`src/rtl/mrd_sched_pkg.sv`:
```
// Shared types and constants for the two-memory ping-pong packet scheduler.
package mrd_sched_pkg;

  localparam int N_MEM        = 2;
  localparam int CNT_W_DEF    = 16;
  localparam int OVERTIME_DEF = 4096;

  // Dispatch side: waiting for a sop, or steering beats of an open packet.
  typedef enum logic {
    IDLE  = 1'b0,
    ROUTE = 1'b1
  } sched_state_e;

  // One-hot select of a memory from its index.
  function automatic logic [N_MEM-1:0] mem_onehot(input logic idx);
    logic [N_MEM-1:0] v;
    v      = '0;
    v[idx] = 1'b1;
    return v;
  endfunction

endpackage

```
`src/rtl/mrd_sched_watchdog.sv`:
```
// Stall watchdog for an open dispatch: counts consecutive cycles without a
// beat and flags expiry on the OVERTIME_CYC-th such cycle.
module mrd_sched_watchdog #(
  parameter int OVERTIME_CYC = 4096
) (
  input  logic clk,
  input  logic rst_n,
  input  logic enable,  // a packet is open
  input  logic clear,   // a beat arrived this cycle
  output logic expire
);

  localparam int CW = (OVERTIME_CYC > 2) ? $clog2(OVERTIME_CYC) : 1;
  localparam logic [CW-1:0] LIMIT = CW'(OVERTIME_CYC - 1);

  logic [CW-1:0] cnt_reg;
  logic [CW-1:0] cnt_next;

  // Expiry is only meaningful while a packet is open and no beat is present.
  assign expire = enable & ~clear & (cnt_reg == LIMIT);

  // Count idle cycles; restart on any beat, when idle, or after expiry.
  always_comb begin
    cnt_next = cnt_reg + CW'(1);
    if (!enable || clear || expire) begin
      cnt_next = '0;
    end
  end

  // Idle-cycle counter register.
  always_ff @(posedge clk or negedge rst_n) begin
    if (!rst_n) begin
      cnt_reg <= '0;
    end else begin
      cnt_reg <= cnt_next;
    end
  end

endmodule

```
`src/rtl/mrd_pingpong_sched.sv`:
```
// Ping-pong scheduler sharing two memory tops between one input and one
// output stream: packets alternate mem0/mem1 on the way in and are sourced
// back in the same order on the way out.
module mrd_pingpong_sched
  import mrd_sched_pkg::*;
#(
  parameter int OVERTIME_CYC = OVERTIME_DEF,
  parameter int wCNT         = CNT_W_DEF
) (
  input  logic             clk,
  input  logic             rst_n,
  input  logic             in_sop,
  input  logic             in_eop,
  input  logic             in_valid,
  output logic             in_ready,
  input  logic [N_MEM-1:0] mem_sink_ready,
  output logic [N_MEM-1:0] mem_valid,
  output logic [N_MEM-1:0] mem_sop,
  output logic [N_MEM-1:0] src_grant,
  input  logic [N_MEM-1:0] src_sop,
  input  logic [N_MEM-1:0] src_eop,
  output logic             out_sel,
  output logic [N_MEM-1:0] abort,
  output logic             err_sop,
  output logic [wCNT-1:0]  pkt_in_cnt,
  output logic [wCNT-1:0]  pkt_out_cnt
);

  sched_state_e    state_reg, state_next;
  logic            wr_ptr_reg, wr_ptr_next;
  logic            rd_ptr_reg, rd_ptr_next;
  logic            tgt_reg, tgt_next;
  logic [1:0]      outst_reg, outst_next;
  logic            in_ready_reg, in_ready_next;
  logic            err_sop_reg, err_sop_next;
  logic [wCNT-1:0] pkt_in_cnt_reg, pkt_in_cnt_next;
  logic [wCNT-1:0] pkt_out_cnt_reg, pkt_out_cnt_next;

  logic sop_beat;
  logic sop_acc;
  logic route_beat;
  logic route_en;
  logic route_sel;
  logic disp_done;
  logic src_busy;
  logic src_done;
  logic wd_expire;

  // Sequencing keys off eop only; the memories' sop carries no scheduling info.
  logic unused_src_sop;
  assign unused_src_sop = ^src_sop;

  // A sop is taken only in IDLE with in_ready high; any other sop is dropped.
  assign sop_beat   = in_valid & in_sop;
  assign sop_acc    = (state_reg == IDLE) & sop_beat & in_ready_reg;
  // Mid-packet beats; a stray sop inside a packet is not forwarded.
  assign route_beat = (state_reg == ROUTE) & in_valid & ~in_sop;
  assign route_en   = sop_acc | route_beat;
  // On the sop beat the target register is not loaded yet, so use wr_ptr.
  assign route_sel  = sop_acc ? wr_ptr_reg : tgt_reg;
  // Covers both a normal eop and a single-beat (sop+eop) packet.
  assign disp_done  = route_en & in_eop;

  // Only the memory currently granted may complete a source phase.
  assign src_busy   = (outst_reg != 2'd0);
  assign src_done   = src_busy & src_eop[rd_ptr_reg];

  mrd_sched_watchdog #(
    .OVERTIME_CYC (OVERTIME_CYC)
  ) u_watchdog (
    .clk    (clk),
    .rst_n  (rst_n),
    .enable (state_reg == ROUTE),
    .clear  (in_valid),
    .expire (wd_expire)
  );

  // Dispatch FSM state register.
  always_ff @(posedge clk or negedge rst_n) begin
    if (!rst_n) begin
      state_reg <= IDLE;
    end else begin
      state_reg <= state_next;
    end
  end

  // Dispatch FSM next state: open on a multi-beat sop, close on eop or stall.
  always_comb begin
    state_next = state_reg;
    case (state_reg)
      IDLE: begin
        if (sop_acc && !in_eop) begin
          state_next = ROUTE;
        end
      end
      ROUTE: begin
        if ((route_beat && in_eop) || wd_expire) begin
          state_next = IDLE;
        end
      end
      default: state_next = IDLE;
    endcase
  end

  // Dispatch FSM outputs: per-memory beat gating, sop marker and abort pulse.
  always_comb begin
    mem_valid = '0;
    mem_sop   = '0;
    abort     = '0;
    if (route_en) begin
      mem_valid = mem_onehot(route_sel);
    end
    if (sop_acc) begin
      mem_sop = mem_onehot(wr_ptr_reg);
    end
    if (wd_expire) begin
      abort = mem_onehot(tgt_reg);
    end
  end

  // Pointer, occupancy, counter and handshake next values.
  always_comb begin
    tgt_next         = sop_acc ? wr_ptr_reg : tgt_reg;
    wr_ptr_next      = disp_done ? ~wr_ptr_reg : wr_ptr_reg;
    rd_ptr_next      = src_done ? ~rd_ptr_reg : rd_ptr_reg;
    pkt_in_cnt_next  = pkt_in_cnt_reg + wCNT'(disp_done);
    pkt_out_cnt_next = pkt_out_cnt_reg + wCNT'(src_done);

    // Dispatch and source completing together leave occupancy unchanged.
    outst_next = outst_reg;
    if (disp_done && !src_done && (outst_reg != 2'd2)) begin
      outst_next = outst_reg + 2'd1;
    end else if (!disp_done && src_done) begin
      outst_next = outst_reg - 2'd1;
    end

    // Ready for the next sop when idle, the next memory can sink, and a slot is free.
    in_ready_next = (state_next == IDLE) & mem_sink_ready[wr_ptr_next] &
                    (outst_next != 2'd2);
    err_sop_next  = sop_beat & ((state_reg == ROUTE) | ~in_ready_reg);
  end

  // Datapath registers.
  always_ff @(posedge clk or negedge rst_n) begin
    if (!rst_n) begin
      tgt_reg         <= 1'b0;
      wr_ptr_reg      <= 1'b0;
      rd_ptr_reg      <= 1'b0;
      outst_reg       <= 2'd0;
      in_ready_reg    <= 1'b0;
      err_sop_reg     <= 1'b0;
      pkt_in_cnt_reg  <= '0;
      pkt_out_cnt_reg <= '0;
    end else begin
      tgt_reg         <= tgt_next;
      wr_ptr_reg      <= wr_ptr_next;
      rd_ptr_reg      <= rd_ptr_next;
      outst_reg       <= outst_next;
      in_ready_reg    <= in_ready_next;
      err_sop_reg     <= err_sop_next;
      pkt_in_cnt_reg  <= pkt_in_cnt_next;
      pkt_out_cnt_reg <= pkt_out_cnt_next;
    end
  end

  // Source grant follows the read pointer while any packet is outstanding.
  for (genvar gi = 0; gi < N_MEM; gi++) begin : g_grant
    assign src_grant[gi] = src_busy & (rd_ptr_reg == 1'(gi));
  end

  assign out_sel     = rd_ptr_reg;
  assign in_ready    = in_ready_reg;
  assign err_sop     = err_sop_reg;
  assign pkt_in_cnt  = pkt_in_cnt_reg;
  assign pkt_out_cnt = pkt_out_cnt_reg;

endmodule
```
`config.mk`:
```
export PLATFORM = sky130hd
export DESIGN_NAME = mrd_pingpong_sched
export DESIGN_NICKNAME = d
export VERILOG_FILES = /design/src/rtl/mrd_sched_pkg.sv /design/src/rtl/mrd_sched_watchdog.sv /design/src/rtl/mrd_pingpong_sched.sv
export SDC_FILE = /design/constraint.sdc
export NUM_CORES = 1
export LEC_CHECK = 0
export BUFFER_PORTS_ARGS = -buffer_cell sky130_fd_sc_hd__buf_2
export CAP_MARGIN = 10
export CORE_ASPECT_RATIO = 1.5
export CORE_MARGIN = 2
export CORE_UTILIZATION = 57
export DETAILED_ROUTE_END_ITERATION = 12
export GPL_TIMING_DRIVEN = 0
export PLACE_DENSITY = 0.93
export SETUP_SLACK_MARGIN = 0.05
export SYNTH_ARGS = -nofsm -noshare
export SYNTH_HDL_FRONTEND = slang
export SYNTH_SLANG_ARGS = --single-unit
```
`constraint.sdc`:
```
create_clock -name clk -period 4.01 [get_ports clk]
set_clock_uncertainty 0.05 [all_clocks]
set_input_delay 0.2005 -clock clk [delete_from_list [all_inputs] [get_ports clk]]
set_output_delay 0.2005 -clock clk [all_outputs]
set_load 0.01 [all_outputs]
```
After elaboration in Yosys (flattened, before gate mapping)
Index checks and enable logic that the tools add are counted.
Widths: inputs -> output; s select.
{ "word_totals": {"regBits": 52, "input_bits": 11, "output_inout_bits": 43, "wordCells": 86} }
{ "op_classes": {"addsub": 5, "magnitude_cmp": 8, "eq_ne": 3, "n_mux": 21, "n_bitwise": 23, "n_reduce_logical": 16} }
{ "op_table": {"columns": ["op", "n"], "rows": [
  ["$add 16x1->16", 2],
  ["$and 1x1->1", 14],
  ["$add 12x1->12 const B", 1],
  ["$eq 12x12->1 const B", 1],
  ["$mux 12", 1],
  ["$mux 1", 11],
  ["$lt 1x2->1 const B", 5],
  ["$mux 2", 5],
  ["$logic_and 1x1->1", 8],
  ["$not 1->1", 7],
  ["$logic_not 1->1", 4],
  ["$ne 2x2->1 const B", 2],
  ["$demux 1 s1", 3],
  ["$ge 1x1->1 const B", 3],
  ["$logic_or 1x1->1", 3],
  ["$add 2x1->2 const B", 1],
  ["$or 1x1->1", 2],
  ["$pmux 1 s2", 1],
  ["$reduce_bool 2->1", 1],
  ["$sub 2x1->2 const B", 1]
]} }

Longest topological paths before layout
{ "logic_depth": {"depth_word": 11, "ltp_mapped": 9, "ltp_nobuf": 9} }

Hierarchy
From an unflattened synthesis, not the netlist that was laid out.
{ "unflattened": {"hier_cells": 222, "area_unflattened_um2": 2443.6} }
{ "by_module_without_submodules": {"columns": ["module", "instances", "cells_each", "area_each_um2", "seq_area_each_um2"], "rows": [
  ["mrd_pingpong_sched", 1, 165, 1860.5, 1001.0],
  ["mrd_sched_watchdog", 1, 57, 583.1, 300.3]
]} }

Least setup slack after synthesis
No wires, ideal clock.
{ "synth_timing": {"path_type": "register to register", "start": "register outst_reg[0]", "end": "register pkt_out_cnt_reg[15], in the netlist pkt_out_cnt[15]", "setup_time_ps": 124, "arrival_time_ps": 1952, "required_time_ps": 3836, "slack_ps": 1884, "stages_incl_launch_ff": 10, "path_buffers": 1, "synth_period_minus_slack_ps": 2126, "cell_sequence": "dfrtp_1 -> inv_1 -> ha_1 -> a21oi_1 -> ha_1 -> and3_1 -> and3_1 -> clkbuf_1 -> nand4_1 -> xnor2_1"} }
{ "synth_via": {"elab_chain_len": 3} }
{ "synth_rtl": {"columns": ["element", "line", "text"], "rows": [
  ["from (decl)", "mrd_pingpong_sched.sv:33", "logic [1:0] outst_reg, outst_next;"],
  ["from (signal assigned)", "mrd_pingpong_sched.sv:158", "outst_reg <= outst_next;"],
  ["$reduce_bool 2->1", "mrd_pingpong_sched.sv:65", "assign src_busy = (outst_reg != 2'd0);"],
  ["$and 1x1->1", "mrd_pingpong_sched.sv:66", "assign src_done = src_busy & src_eop[rd_ptr_reg];"],
  ["via src_done", "mrd_pingpong_sched.sv:46", "logic src_done;"],
  ["$add 16x1->16", "mrd_pingpong_sched.sv:127", "pkt_out_cnt_next = pkt_out_cnt_reg + wCNT'(src_done);"],
  ["via pkt_out_cnt_next[15]", "mrd_pingpong_sched.sv:37", "logic [wCNT-1:0] pkt_out_cnt_reg, pkt_out_cnt_next;"],
  ["to (signal assigned)", "mrd_pingpong_sched.sv:162", "pkt_out_cnt_reg <= pkt_out_cnt_next;"],
  ["to (decl)", "mrd_pingpong_sched.sv:37", null]
]} }
The timed path passes the listed nets, and every way through them passes these cells.
A chain may end at the register's enable or synchronous reset.

Worst setup path after layout
{ "layout_timing": {"start": "register outst_reg[0]", "end": "register pkt_out_cnt_reg[10], in the netlist pkt_out_cnt[10]"} }
The elaborated chain is that of the path after synthesis.

==> impl_metrics.ini <==
[outcome]
status = complete, no violations

[placed_design]
place_area_um2 = 2728
io_buffers = 51
dp_cells = 315
place.gp.congestion = 0.7909
dp.final_hpwl_mm = 3.269

[drt]
avgViaCountPerCell = 5.646
drc = 0
drtIter0Drc = 38
avgRoutedWirePerCell_um = 15.16
firstDrtPassIters = 4
routed_wirelength_mm = 4.928
via_count = 1835
ant_nets = 0

[yosys]
ys_ff_latch = 52
synth_fa_ha_area_share_pct = 3.109
ys_seq_area_share_pct = 53.89
synthMostInstantiatedCell = dfrtp_1
synth_mux_area_share_pct = 0.8290
synthesis.nets = 235
synthArstFlopShare_pct = 100.0
yosys.cell_types.count = 34
syn-instance-count = 218
ys.flop_type = dfrtp_1
synth-simple-area-share_pct = 22.23
synth_compound_area_share_pct = 3.523
synth_top_family_by_area = simple AND/OR/NAND/NOR gates
synth_xor_area_share_pct = 15.18
avgSynthCellArea_um2 = 11.08
synth_area_um2 = 2415
synth_top_cell_area_share_pct = 53.89
ys_warn_count = 0
synth-edff-count = 0
synth_top_area_cell = dfrtp_1
ys_top_cells_by_count = dfrtp_1, nor2_1, xnor2_1, nand3_1, xor2_1
synth.area.top_cells = dfrtp_1, xnor2_1, xor2_1, nand3_1, nor2_1

[sta]
period_needed_ns = 2.624
maxSlewViolCount = 0
relSlewSlack_pct = 72.28
worstMarginPinSlew_ns = 0.4158
period_share_pct = 65.44
final.setup.tns_ns = 0
rsz0062_at_grt = no
setup_viol = 0
fmax_mhz = 381.1
final_hold_viol_count = 0

[worst_setup_path]
r2r_cells = 9
r2r_start = outst_reg[0]
arrival_ns = 2.76
r2r_slack_ns = 1.39
critPathKind = reg -> reg
cp_max_fo = 5
endpoint_kind = flip-flop
endpoint = pkt_out_cnt[10]
cp-start-kind = flip-flop
reg2reg_to = pkt_out_cnt[10]
required_ns = 4.15
startpoint = outst_reg[0]

[die]
start_util_pct = 58.38
boundaryPins = 54
fp.dieArea_um2 = 4784
die_w_um = 57.15
coreArea_um2 = 4136
die_h_um = 83.72
rows = 29

[global_routing]
grt_max_degree = 53
grt-ovfl-total = 0
grt_pass1_vias = 1812
grt_pass1_wl_mm = 8.328
antenna_found_initial = 0
track_usage_pct = 22.28

[power]
combPwrFrac_pct = 27.5
p_seq_share_pct = 46.5
ir_worst_vdd_uv = 493.0
p_sw_mw = 0.4923
total_power_mw = 1.498
power-per-cell-area_nw_per_um2 = 519.5
p_int_mw = 1.006
sw_frac_of_total_pct = 32.86
power.leakage_nw = 1.507
clkPwrFrac_pct = 26.1

[clock_tree]
cts_tree = built
root_buffer = clkbuf_8
cts_buffers = 5
cts.sinks = 52
clkTransAtPathRegs_ns = 0.09
cts_htree_levels = 2
clk_latency_ns = 0.31
cts_max_path_buffers = 2

[worst_hold_path]
hold_depth = 3
min_path_type = in -> reg

[finish]
finalNetCount = 295
final_cells = 325
drive_gt1_share_pct = 24.37
n_antenna_cell = 0
fill_cells = 305
fin_area_um2 = 2884
syn_to_final_growth_pct = 19.43

[flow_run]
cap_violations = 0
-- critical path, stage by stage (launching register included) --
cell and delay (ns):
dfrtp_1 0.43, inv_1 0.11, ha_1 0.27, a21oi_1 0.36, ha_1 0.26, ha_1 0.22
nand3_1 0.17, nor2_1 0.33, nand4_1 0.16, xnor2_1 0.15
-- metrics by stage --
step	hold WS [ns]	util [%]	setup slack (ns)
after CTS	0.08489	69.00	1.388
after detailed placement	0.4094	65.94	1.589
after global placement	0.4055	65.94	1.671
after global routing	0.1154	69.72	1.181
after floorplan	-0.1451	-	1.884
final	0.08841	69.72	1.386
-- placed cells by master, fill, tap and decap left out, types with 2 or more instances in the layout --
cell,instances
dfrtp_1,52
buf_2,51
nor2_1,28
xnor2_1,25
nand3_1,21
xor2_1,15
nand2_1,13
and3_1,11
inv_1,7
clkbuf_8,7
nor2b_1,6
ha_1,6
nand4_1,4
and2_1,3
nor3b_2,2
and4_1,2
mux2i_1,2
nand2b_1,2
o21ai_0,2
-- area by class of cell --
type | count | area, um2 | share of cell area, %
clock buffers | 7 | 96.34 | 3.341
repair buffers | 53 | 285.3 | 9.892
well taps | 46 | 57.56 | 1.996
inverters | 7 | 26.28 | 0.9111
plain buffers | 1 | 3.754 | 0.1302
flip-flops and latches | 52 | 1301 | 45.12
clock inverters | 1 | 30.03 | 1.041
multi-input cells | 158 | 1084 | 37.57
-- how the worst min path moves through the flow --
stage | from | end | slack (ns)
global placement | rst_n | pkt_in_cnt[15] | 0.41
CTS | in_sop | err_sop | 0.08
global route | in_sop | err_sop | 0.12
floorplan | rst_n | err_sop | -0.15
detailed placement | in_sop | err_sop | 0.41
finish | in_sop | err_sop | 0.09
-- power by group through the flow --
stage	clock network (mW)	registers, mW	logic [mW]
global route	0.414	0.709	0.457
floorplan	0	0.714	0.233
finish	0.391	0.696	0.411
global placement	0	0.700	0.375
detailed placement	0	0.702	0.402
CTS	0.394	0.695	0.410
-- routing by layer --
metal	part of all wire (%)	track usage [%]	vias up
met2	54	36.89	47
met3	3.0	3.876	12
li1	-	-	857
met5	0	0	-
met1	41	28.74	919
met4	2.7	8.879	0
-- what timing repair did --
item                      4_1_cts  5_1_grt
hold buffers                    0        1
setup buffers                   0        0
hold endpoints to repair        0       10
resized for setup               0        0
-- logic make-up (layout without fill, tap and decap cells) --
| family | after synthesis | after routing |
|---|---|---|
| flops | 52 | 52 |
| compound gates | 10 | 10 |
| xor+xnor | 41 | 41 |
| mux | 2 | 2 |
| buf+inv | 8 | 69 |
| simple gates | 99 | 99 |
| fa+ha+maj | 6 | 6 |
Note: power is estimated with default switching activity, not from simulation.
